--- src/rtl/cr_commit.sv ---
// cr_commit
//
// Architectural condition-register commit stage with a per-field scoreboard.
// Holds the eight 4-bit CR fields and tracks which fields have an in-flight
// producer (compare, CR-logical, mtcrf). Issue is stalled on RAW/WAW hazards
// against pending fields. Writeback results, including full-CR words from the
// CR-logic unit, are committed under a field mask.
//
// Field i of a CR word is cr[i], with field 0 occupying the most significant
// nibble. Within a field: [3]=LT, [2]=GT, [1]=EQ, [0]=SO. Mask bit i refers
// to field i.
//
// Handshake: issue has no valid/ready pair of its own. An instruction
// presenting iss_valid is accepted in a cycle exactly when iss_stall is low;
// when iss_stall is high the issue stage must hold the instruction. Writeback
// has no back-pressure: every wb_valid cycle is consumed.
//
// Ports:
//   clk          core clock, all state updates on the rising edge
//   reset        synchronous, active-low reset
//   iss_valid    instruction at issue requests CR access
//   iss_rd_mask  fields the issuing instruction reads
//   iss_wr_mask  fields the issuing instruction will write
//   iss_stall    combinational, issue must hold this cycle
//   wb_valid     writeback of a CR result this cycle
//   wb_mask      fields to commit
//   wb_cr        result word, only fields in wb_mask are used
//   flush        squash all in-flight CR producers
//   cr_q         committed CR, registered
//   cr_fwd       committed CR with this cycle's writeback merged (bypass)
//   pending      registered scoreboard, bit i = field i outstanding
//   wb_err       sticky, a writeback targeted a non-pending field
//   wb_count     accepted (non-empty) writebacks, wraps at 2^32

module cr_commit (
    input  logic             clk,
    input  logic             reset,
    input  logic             iss_valid,
    input  logic [7:0]       iss_rd_mask,
    input  logic [7:0]       iss_wr_mask,
    output logic             iss_stall,
    input  logic             wb_valid,
    input  logic [7:0]       wb_mask,
    input  logic [0:7][3:0]  wb_cr,
    input  logic             flush,
    output logic [0:7][3:0]  cr_q,
    output logic [0:7][3:0]  cr_fwd,
    output logic [7:0]       pending,
    output logic             wb_err,
    output logic [31:0]      wb_count
);

    logic [7:0]  wm;
    logic [7:0]  hz;
    logic        iss_accept;
    logic [7:0]  pending_nxt;
    logic [31:0] cnt_q;

    // A field being written back this cycle is no longer a hazard: its new
    // value is already available on cr_fwd.
    assign wm         = wb_valid ? wb_mask : 8'h00;
    assign hz         = (iss_rd_mask | iss_wr_mask) & pending & ~wm;
    assign iss_stall  = flush | (iss_valid & (hz != 8'h00));
    assign iss_accept = iss_valid & ~iss_stall;
    assign wb_count   = cnt_q;

    always_comb begin
        cr_fwd = cr_q;
        for (int i = 0; i < 8; i++) begin
            if (wm[i]) begin
                cr_fwd[i] = wb_cr[i];
            end
        end
    end

    // Writeback clears first, then a same-cycle issue may set the same field
    // again, so that field ends pending.
    always_comb begin
        pending_nxt = pending & ~wm;
        if (iss_accept) begin
            pending_nxt = pending_nxt | iss_wr_mask;
        end
        if (flush) begin
            pending_nxt = 8'h00;
        end
    end

    always_ff @(posedge clk) begin
        if (!reset) begin
            cr_q    <= '0;
            pending <= 8'h00;
            wb_err  <= 1'b0;
            cnt_q   <= 32'h0;
        end else begin
            // Completed results commit even during a flush.
            cr_q    <= cr_fwd;
            pending <= pending_nxt;
            if (wm != 8'h00) begin
                cnt_q <= cnt_q + 32'd1;
            end
            if ((wm & ~pending) != 8'h00) begin
                wb_err <= 1'b1;
            end
        end
    end

endmodule

--- config.mk ---
export PLATFORM = sky130hd
export DESIGN_NAME = cr_commit
export DESIGN_NICKNAME = d
export VERILOG_FILES = /design/src/rtl/cr_commit.sv
export SDC_FILE = /design/constraint.sdc
export NUM_CORES = 1
export LEC_CHECK = 0
export CAP_MARGIN = 20
export CORE_MARGIN = 3
export CORE_UTILIZATION = 30
export DETAILED_ROUTE_END_ITERATION = 8
export HOLD_SLACK_MARGIN = 0.15
export PLACE_DENSITY = 0.73
export SLEW_MARGIN = 20
export SYNTH_ARGS = -nofsm -noshare
export SYNTH_HDL_FRONTEND = slang
export SYNTH_SLANG_ARGS = --single-unit
--- constraint.sdc ---
create_clock -name clk -period 2.7 [get_ports clk]
set_input_delay 0.54 -clock clk [delete_from_list [all_inputs] [get_ports clk]]
set_output_delay 0.54 -clock clk [all_outputs]
set_load 0.01 [all_outputs]
==> results of run 1 <==
==> state kept, by name, summed over array words and instances, names as in the netlist <==
| name | cells |
|---|---|
| cr_q | 32 |
| wb_err | 1 |
| pending | 8 |
| wb_count | 32 |
==> per-layer routing <==
layer | wire length, um | global-route usage (%) | vias up | share of wire [%]
met2 | 5080 | 28.9 | 117 | 49
li1 | - | - | 1557 | -
met5 | 0 | 0 | - | 0
met3 | 982 | 6.77 | 14 | 9.4
met4 | 178 | 5.92 | 0 | 1.7
met1 | 4200 | 18.7 | 1522 | 40
==> placed cells by master (no fill, tap or decap), drive strengths merged, types with 4 or more instances in the layout <==
master,count
a21boi,13
clkdlybuf4s50,153
nor2b,6
a32o,8
dfxtp,73
nand3,14
dlymetal6s2s,9
mux2,32
o22ai,4
and3,5
xor2,6
or3,10
o211ai,8
o21ai,11
nand4,11
xnor2,14
inv,11
nor2,4
buf,23
clkbuf,11
and2,49
nand2,24
==> cells in the mapped netlist (all sizes together) <==
cell type,count
dfxtp,73
and2,49
mux2,32
nand2,24
nand3,14
xnor2,14
a21boi,13
inv,11
nand4,11
o21ai,11
or3,10
a32o,8
o211ai,8
clkbuf,7
nor2b,6
xor2,6
and3,5
nor2,4
o22ai,4
nor4,3
or4,3
and4,2
buf,2
o31ai,2
a211oi,1
a21oi,1
ha,1
nand2b,1
nor3,1
o2111a,1
o21a,1
o41a,1
or2,1
==> metrics by stage <==
step                      hold slack, ns  utilization (%)
after floorplan                    0.501                -
after global placement             0.458             50.0
after detailed placement           0.459             50.0
after CTS                          0.479             52.1
after global routing               0.499             52.4
final                              0.473             52.4
==> kinds of logic (layout without fill, tap and decap cells) <==
family,Yosys count,after routing,synth area share (%)
compound gates,51,51,11.6
mux,32,32,10.9
buf+inv,20,215,2.38
xor+xnor,20,20,5.29
simple gates,134,134,25.3
flops,73,73,44.1
fa+ha+maj,1,1,0.378
==> path summary, 6_finish.rpt <==
kind                     from            to  slack [ns]
setup / recovery     wb_valid    cr_fwd[28]        0.06
hold / removal         wb_err        wb_err        0.47
setup reg to reg  wb_count[5]  wb_count[28]        0.75
hold reg to reg        wb_err        wb_err        0.47
==> power groups by stage <==
| stage | logic [mW] | registers, mW | clock network, mW |
|---|---|---|---|
| after global placement | 0.431 | 1.15 | 0 |
| final | 0.432 | 1.13 | 0.965 |
| after global routing | 0.463 | 1.13 | 1.06 |
| after detailed placement | 0.438 | 1.16 | 0 |
| after floorplan | 0.139 | 1.17 | 0 |
| after CTS | 0.440 | 1.13 | 0.992 |
==> cell type report <==
cell class / instances / area (sq um) / share of cell area (%)
clock buffers: 11 / 141 / 2.57
clock inverters: 5 / 78.8 / 1.43
inverters: 11 / 41.3 / 0.749
multi-input cells: 238 / 1780 / 32.2
flip-flops and latches: 73 / 1460 / 26.5
well taps: 136 / 170 / 3.09
repair buffers: 188 / 1840 / 33.4
==> what timing repair did <==
item	in CTS	in global routing
gates resized for setup	4	9
pin swaps	2	1
setup buffers	0	1
setup endpoints to repair	33	10
==> results.tsv, run 1 <==
stage	metric	value	unit
grt	vias in the first global route	3251	
grt	number of antenna violations at the first check in global routing	0	
timing	worst setup margin	0.0552	ns
worst_setup_path	startpoint types	primary input	
cells_and_area	fin area	0.00551	sq mm
cts	Max H-tree Level	3	
die	Core ar.	0.0105	sq mm
die	cell row count	37	
cells_and_area	ratio of cells with drive above 1 in the final layout	16.5	%
worst_setup_path	Crit path largest cell delay	0.48	ns
cells_and_area	Area growth syn-to-layout	66.4	%
cts	hold_buf cts	0	
flow_run	maxcap violations	0	
worst_setup_path	crit path max fanout	6	
placement	DP Cell Count	645	
timing	final setup vio count	0	
route	Detail Route Antenna Nets	0	
worst_setup_path	Slowest cell on crit path	clkdlybuf4s50_1	
cts	CTS sink count	73	
pwr	Clock Power Share	38.2	%
die	Starting Density	31.5	%
placement	DP HPWL	8.14	mm
timing	final worst path period share	98.0	%
placement	pre-CTS setup slack	-0.371	ns
worst_setup_path	WP data required	2.16	ns
route	# DRC	0	
worst_setup_path	worst path bufs/invs	4	
worst_setup_path	crit-path cells	dlygate4sd2_1, buf_4, nand2_1, buf_4, mux2_2, clkdlybuf4s50_1	
placement	Port-buffer cells	166	
die	IO Count	167	
worst_setup_path	worst reg-to-reg path cell count	5	
cts	Clk pin slew, worst setup/hold paths	0.08	ns
worst_setup_path	Setup CP Type	in2out	
worst_setup_path	WP depth	6	
yosys	Mean Syn Cell Area	10.0	sq um
worst_setup_path	Crit path top cell by count	buf_4	
route	DR WL/cell	15.8	um
pwr	Sw Share	23.9	%
worst_setup_path	arrival time worst endpoint	2.10	ns
timing	Peak Freq	0.378	GHz
die	Die Y-Extent	111	um
cells_and_area	Antenna Cells	0	
pwr	Tot Pwr	2.53	mW
timing	final hold viol count	0	
pwr	Flop pwr share	44.7	%
worst_hold_path	Hold Path Stages	1	
cts	clk_lat worst skew	0.35	ns
cts	total CTS buffers	9	
cells_and_area	NumNets Final	583	
route	drt first pass iters	4	
placement	routability cong.	0.770	
pwr	Leak Pwr	2.21	nW
yosys	Post-Syn Nets	393	
yosys	top cell type's share of synthesized area	44.1	%
timing	Final Skew	0.00546	ns
cells_and_area	number of fill cells	945	
cts	root buffer cell	clkbuf_8	
timing	final slew viol count	0	
placement	Placed Area	0.00526	sq mm
timing	Slew HR	64.8	%
run_status	status	complete, no violations	
timing	Worst Max-Slew Pin Slew	0.525	ns
pwr	maximum VDD drop	0.299	mV
grt	total gr overflow	0	
pwr	Int Pwr	1.92	mW
pwr	switching power	0.604	mW
yosys	number of synthesis warnings	0	
pwr	Comb pwr share	17.1	%
route	DR vias/cell	4.85	
yosys	Area contributors post-synth	dfxtp_1 44%, mux2_2 11%, and2_1 9.3%	
die	die width	111	um
die	Die ar.	0.0123	sq mm
worst_hold_path	Tightest Hold Check Type	reg2reg	
yosys	Cell variety after synth	43	
grt	first-pass GRT wire length	16.7	mm
timing	min cycle time layout	2.64	ns
timing	setup TNS	0	ns
cts	worst-case clock buffer depth	2	
pwr	Power Dens Cells	459	mW/mm^2
route	drt total wl	10.4	mm
route	via count	3210	
cells_and_area	Finished Layout Cells	662	
grt	maximum number of pins on one net before global-route repair	66	
yosys	post-synthesis sequential area ratio	44.1	%
yosys	Synth Instances	331	
cts	TritonCTS clock tree	built	
yosys	Synth Register Bits	73	
worst_setup_path	CP top delay family	buffers and inverters	
grt	aggregate global-route resource usage	16.8	%
yosys	synthesized cell area	0.00331	sq mm
route	Initial DRC Count	128	
worst_setup_path	critical path capture point type	primary output	
timing	RSZ-0062 raised after global routing	no	
yosys	Synth area leader	dfxtp_1	
Power figures use the tool's default switching activity.
==> inputs of run 2 (changes only) <==
--- a/config.mk
+++ b/config.mk
@@ -7,10 +7,10 @@
 export LEC_CHECK = 0
 export CAP_MARGIN = 20
 export CORE_MARGIN = 3
-export CORE_UTILIZATION = 30
+export CORE_UTILIZATION = 43
 export DETAILED_ROUTE_END_ITERATION = 8
 export HOLD_SLACK_MARGIN = 0.15
-export PLACE_DENSITY = 0.73
+export PLACE_DENSITY = 0.95
 export SLEW_MARGIN = 20
 export SYNTH_ARGS = -nofsm -noshare
 export SYNTH_HDL_FRONTEND = slang
==> results.tsv, run 2 (synthesis gave the netlist of run 1 again) <==
stage	metric	value	unit	change
pwr	Leak Pwr	2.10	nW	-4.8%
route	drt total wl	10.2	mm	-2.3%
pwr	Int Pwr	1.77	mW	-8.1%
cells_and_area	ratio of cells with drive above 1 in the final layout	16.3	%	-0.25 points
worst_setup_path	Crit path largest cell delay	0.48	ns	about the same
grt	number of antenna violations at the first check in global routing	0		unchanged
route	Detail Route Antenna Nets	0		unchanged
die	Starting Density	44.9	%	+13 points
placement	pre-CTS setup slack	-0.313	ns	+0.0578 ns
die	Die ar.	0.00879	sq mm	-29%
pwr	Power Dens Cells	432	mW/mm^2	-5.7%
route	drt first pass iters	4		unchanged
timing	min cycle time layout	2.64	ns	-0.00364 ns
cells_and_area	NumNets Final	585		+0.34%
placement	Port-buffer cells	166		unchanged
cts	worst-case clock buffer depth	2		unchanged
grt	total gr overflow	0		unchanged
grt	maximum number of pins on one net before global-route repair	66		unchanged
cells_and_area	Finished Core Util	73.5	%	+21 points
pwr	maximum VDD drop	0.297	mV	-0.90%
run_status	status	complete, no violations		
die	IO Count	167		unchanged
cts	total CTS buffers	9		unchanged
cells_and_area	commonest non-fill, non-tap cells in the layout	160 x clkdlybuf4s50_1, 73 x dfxtp_1, 49 x and2_1, 32 x mux2_2, 24 x buf_4		
timing	final hold viol count	0		unchanged
placement	routability cong.	0.836		+8.6%
timing	final setup vio count	0		unchanged
route	via count	3238		+0.87%
grt	vias in the first global route	3417		+5.1%
pwr	Flop pwr share	48.3	%	+3.6 points
worst_setup_path	Slowest cell on crit path	clkdlybuf4s50_1		
timing	Worst Max-Slew Pin Slew	0.504	ns	-0.0206 ns
route	Initial DRC Count	93		-27%
timing	RSZ-0062 raised after global routing	no		
pwr	Comb pwr share	18.7	%	+1.6 points
pwr	Sw Share	24.5	%	+0.61 points
timing	Peak Freq	0.379	GHz	+0.14%
worst_setup_path	WP data required	2.16	ns	about the same
pwr	Clock Power Share	32.9	%	-5.3 points
cells_and_area	Antenna Cells	0		unchanged
worst_setup_path	Setup CP Type	in2out		
worst_setup_path	arrival time worst endpoint	2.10	ns	about the same
route	DR WL/cell	16.3	um	+3.1%
die	Die Y-Extent	93.7	um	-16%
die	Core ar.	0.00737	sq mm	-30%
timing	Final Skew	0.00681	ns	+0.00134 ns
timing	final slew viol count	0		unchanged
worst_setup_path	crit-path cells	dlygate4sd2_1, buf_4, nand2_1, buf_4, mux2_2, clkdlybuf4s50_1		
worst_setup_path	Crit path top cell by count	buf_4		
flow_run	maxcap violations	0		unchanged
cts	CTS sink count	73		unchanged
cts	clk_lat worst skew	0.33	ns	-0.02 ns
cts	TritonCTS clock tree	built		
cts	Max H-tree Level	3		unchanged
worst_setup_path	critical path capture point type	primary output		
worst_setup_path	startpoint types	primary input		
pwr	switching power	0.574	mW	-5.0%
worst_setup_path	crit path max fanout	6		unchanged
route	# DRC	0		unchanged
die	die width	93.7	um	-16%
cells_and_area	Area growth syn-to-layout	63.5	%	
placement	DP HPWL	8.00	mm	-1.7%
cells_and_area	commonest non-fill, non-tap cell in the layout	clkdlybuf4s50_1		
timing	final worst path period share	97.8	%	-0.13 points
timing	Slew HR	66.3	%	+1.6 points
die	cell row count	31		-16%
grt	first-pass GRT wire length	16.8	mm	+0.20%
timing	worst setup margin	0.0588	ns	+0.00364 ns
cts	Clk pin slew, worst setup/hold paths	0.07	ns	about the same
worst_hold_path	Tightest Hold Check Type	reg2reg		
cts	root buffer cell	clkbuf_8		
route	DR vias/cell	5.16		+6.5%
grt	aggregate global-route resource usage	24.0	%	+7.2 points
## run 2: cell types whose count changed in the layout (fill, tap and decap cells not counted), sizes merged
cell,delta
bufinv,-2
clkdlybuf4s50,+7
clkbuf,+3
clkinvlp,+1
dlygate4sd2,-1
buf,+2
clkinv,-2
dlymetal6s2s,-6
## run 2: layer usage
layer	wire length, um	up-vias	global-route usage, %
met1	3960	1544	27.1
li1	-	1559	-
met5	0	-	0
met2	5320	121	42.5
met3	775	14	7.53
met4	152	0	7.70
## run 2: power by group through the flow
| stage | clock network [mW] | logic [mW] | registers [mW] |
|---|---|---|---|
| after floorplan | 0 | 0.139 | 1.17 |
| after global placement | 0 | 0.428 | 1.15 |
| after detailed placement | 0 | 0.438 | 1.16 |
| after CTS | 0.782 | 0.442 | 1.13 |
| after global routing | 0.838 | 0.469 | 1.13 |
| final | 0.771 | 0.438 | 1.13 |
## run 2: worst paths after layout
path	start	to	slack (ns)	cells after the start
setup / recovery	wb_valid	cr_fwd[18]	0.06	6
hold / removal	wb_count[31]	wb_count[31]	0.49	2
setup reg to reg	wb_count[5]	wb_count[31]	0.84	5
hold reg to reg	wb_count[31]	wb_count[31]	0.49	2
## run 2: through the flow
stage / hold slack [ns] / power (mW) / cells / area, sq um / setup TNS, ns
floorplan: 0.501 / 1.31 / 331 / 3310 / 0
global placement: 0.474 / 1.58 / 610 / 5230 / -1.94
finish: 0.491 / 2.34 / 627 / 5410 / 0
global route: 0.527 / 2.44 / 627 / 5410 / 0
detailed placement: 0.482 / 1.59 / 610 / 5230 / -3.25
CTS: 0.497 / 2.35 / 627 / 5410 / 0
## run 2: critical path: cells and delay by family
kind | cells | cell delay (ns)
buf+inv | 4 | 1.13
mux | 1 | 0.34
simple gates | 1 | 0.08
## run 2: area by class of cell
| class | instances | area (sq um) |
|---|---|---|
| Multi-Input combinational cell | 238 | 1770 |
| Timing Repair Buffer | 190 | 1840 |
| Tap cell | 99 | 124 |
| Sequential cell | 73 | 1460 |
| Fill cell | 517 | 1960 |
| Clock inverter | 2 | 12.5 |
| Clock buffer | 14 | 163 |
| Inverter | 11 | 41.3 |
## run 2: timing repair
item,4_1_cts,5_1_grt
endpoints found under the setup margin,33,3
gates resized for setup,2,3
hold buffers,0,0
pin swaps,1,0
gates cloned,0,0
setup buffers,1,0
==> inputs of run 3 (changes only) <==
--- a/config.mk
+++ b/config.mk
@@ -11,7 +11,6 @@
 export DETAILED_ROUTE_END_ITERATION = 8
 export HOLD_SLACK_MARGIN = 0.15
 export PLACE_DENSITY = 0.95
-export SLEW_MARGIN = 20
 export SYNTH_ARGS = -nofsm -noshare
 export SYNTH_HDL_FRONTEND = slang
 export SYNTH_SLANG_ARGS = --single-unit
==> results of run 3 <==
The final DEF is identical to that of run 2; final timing and power are the same.
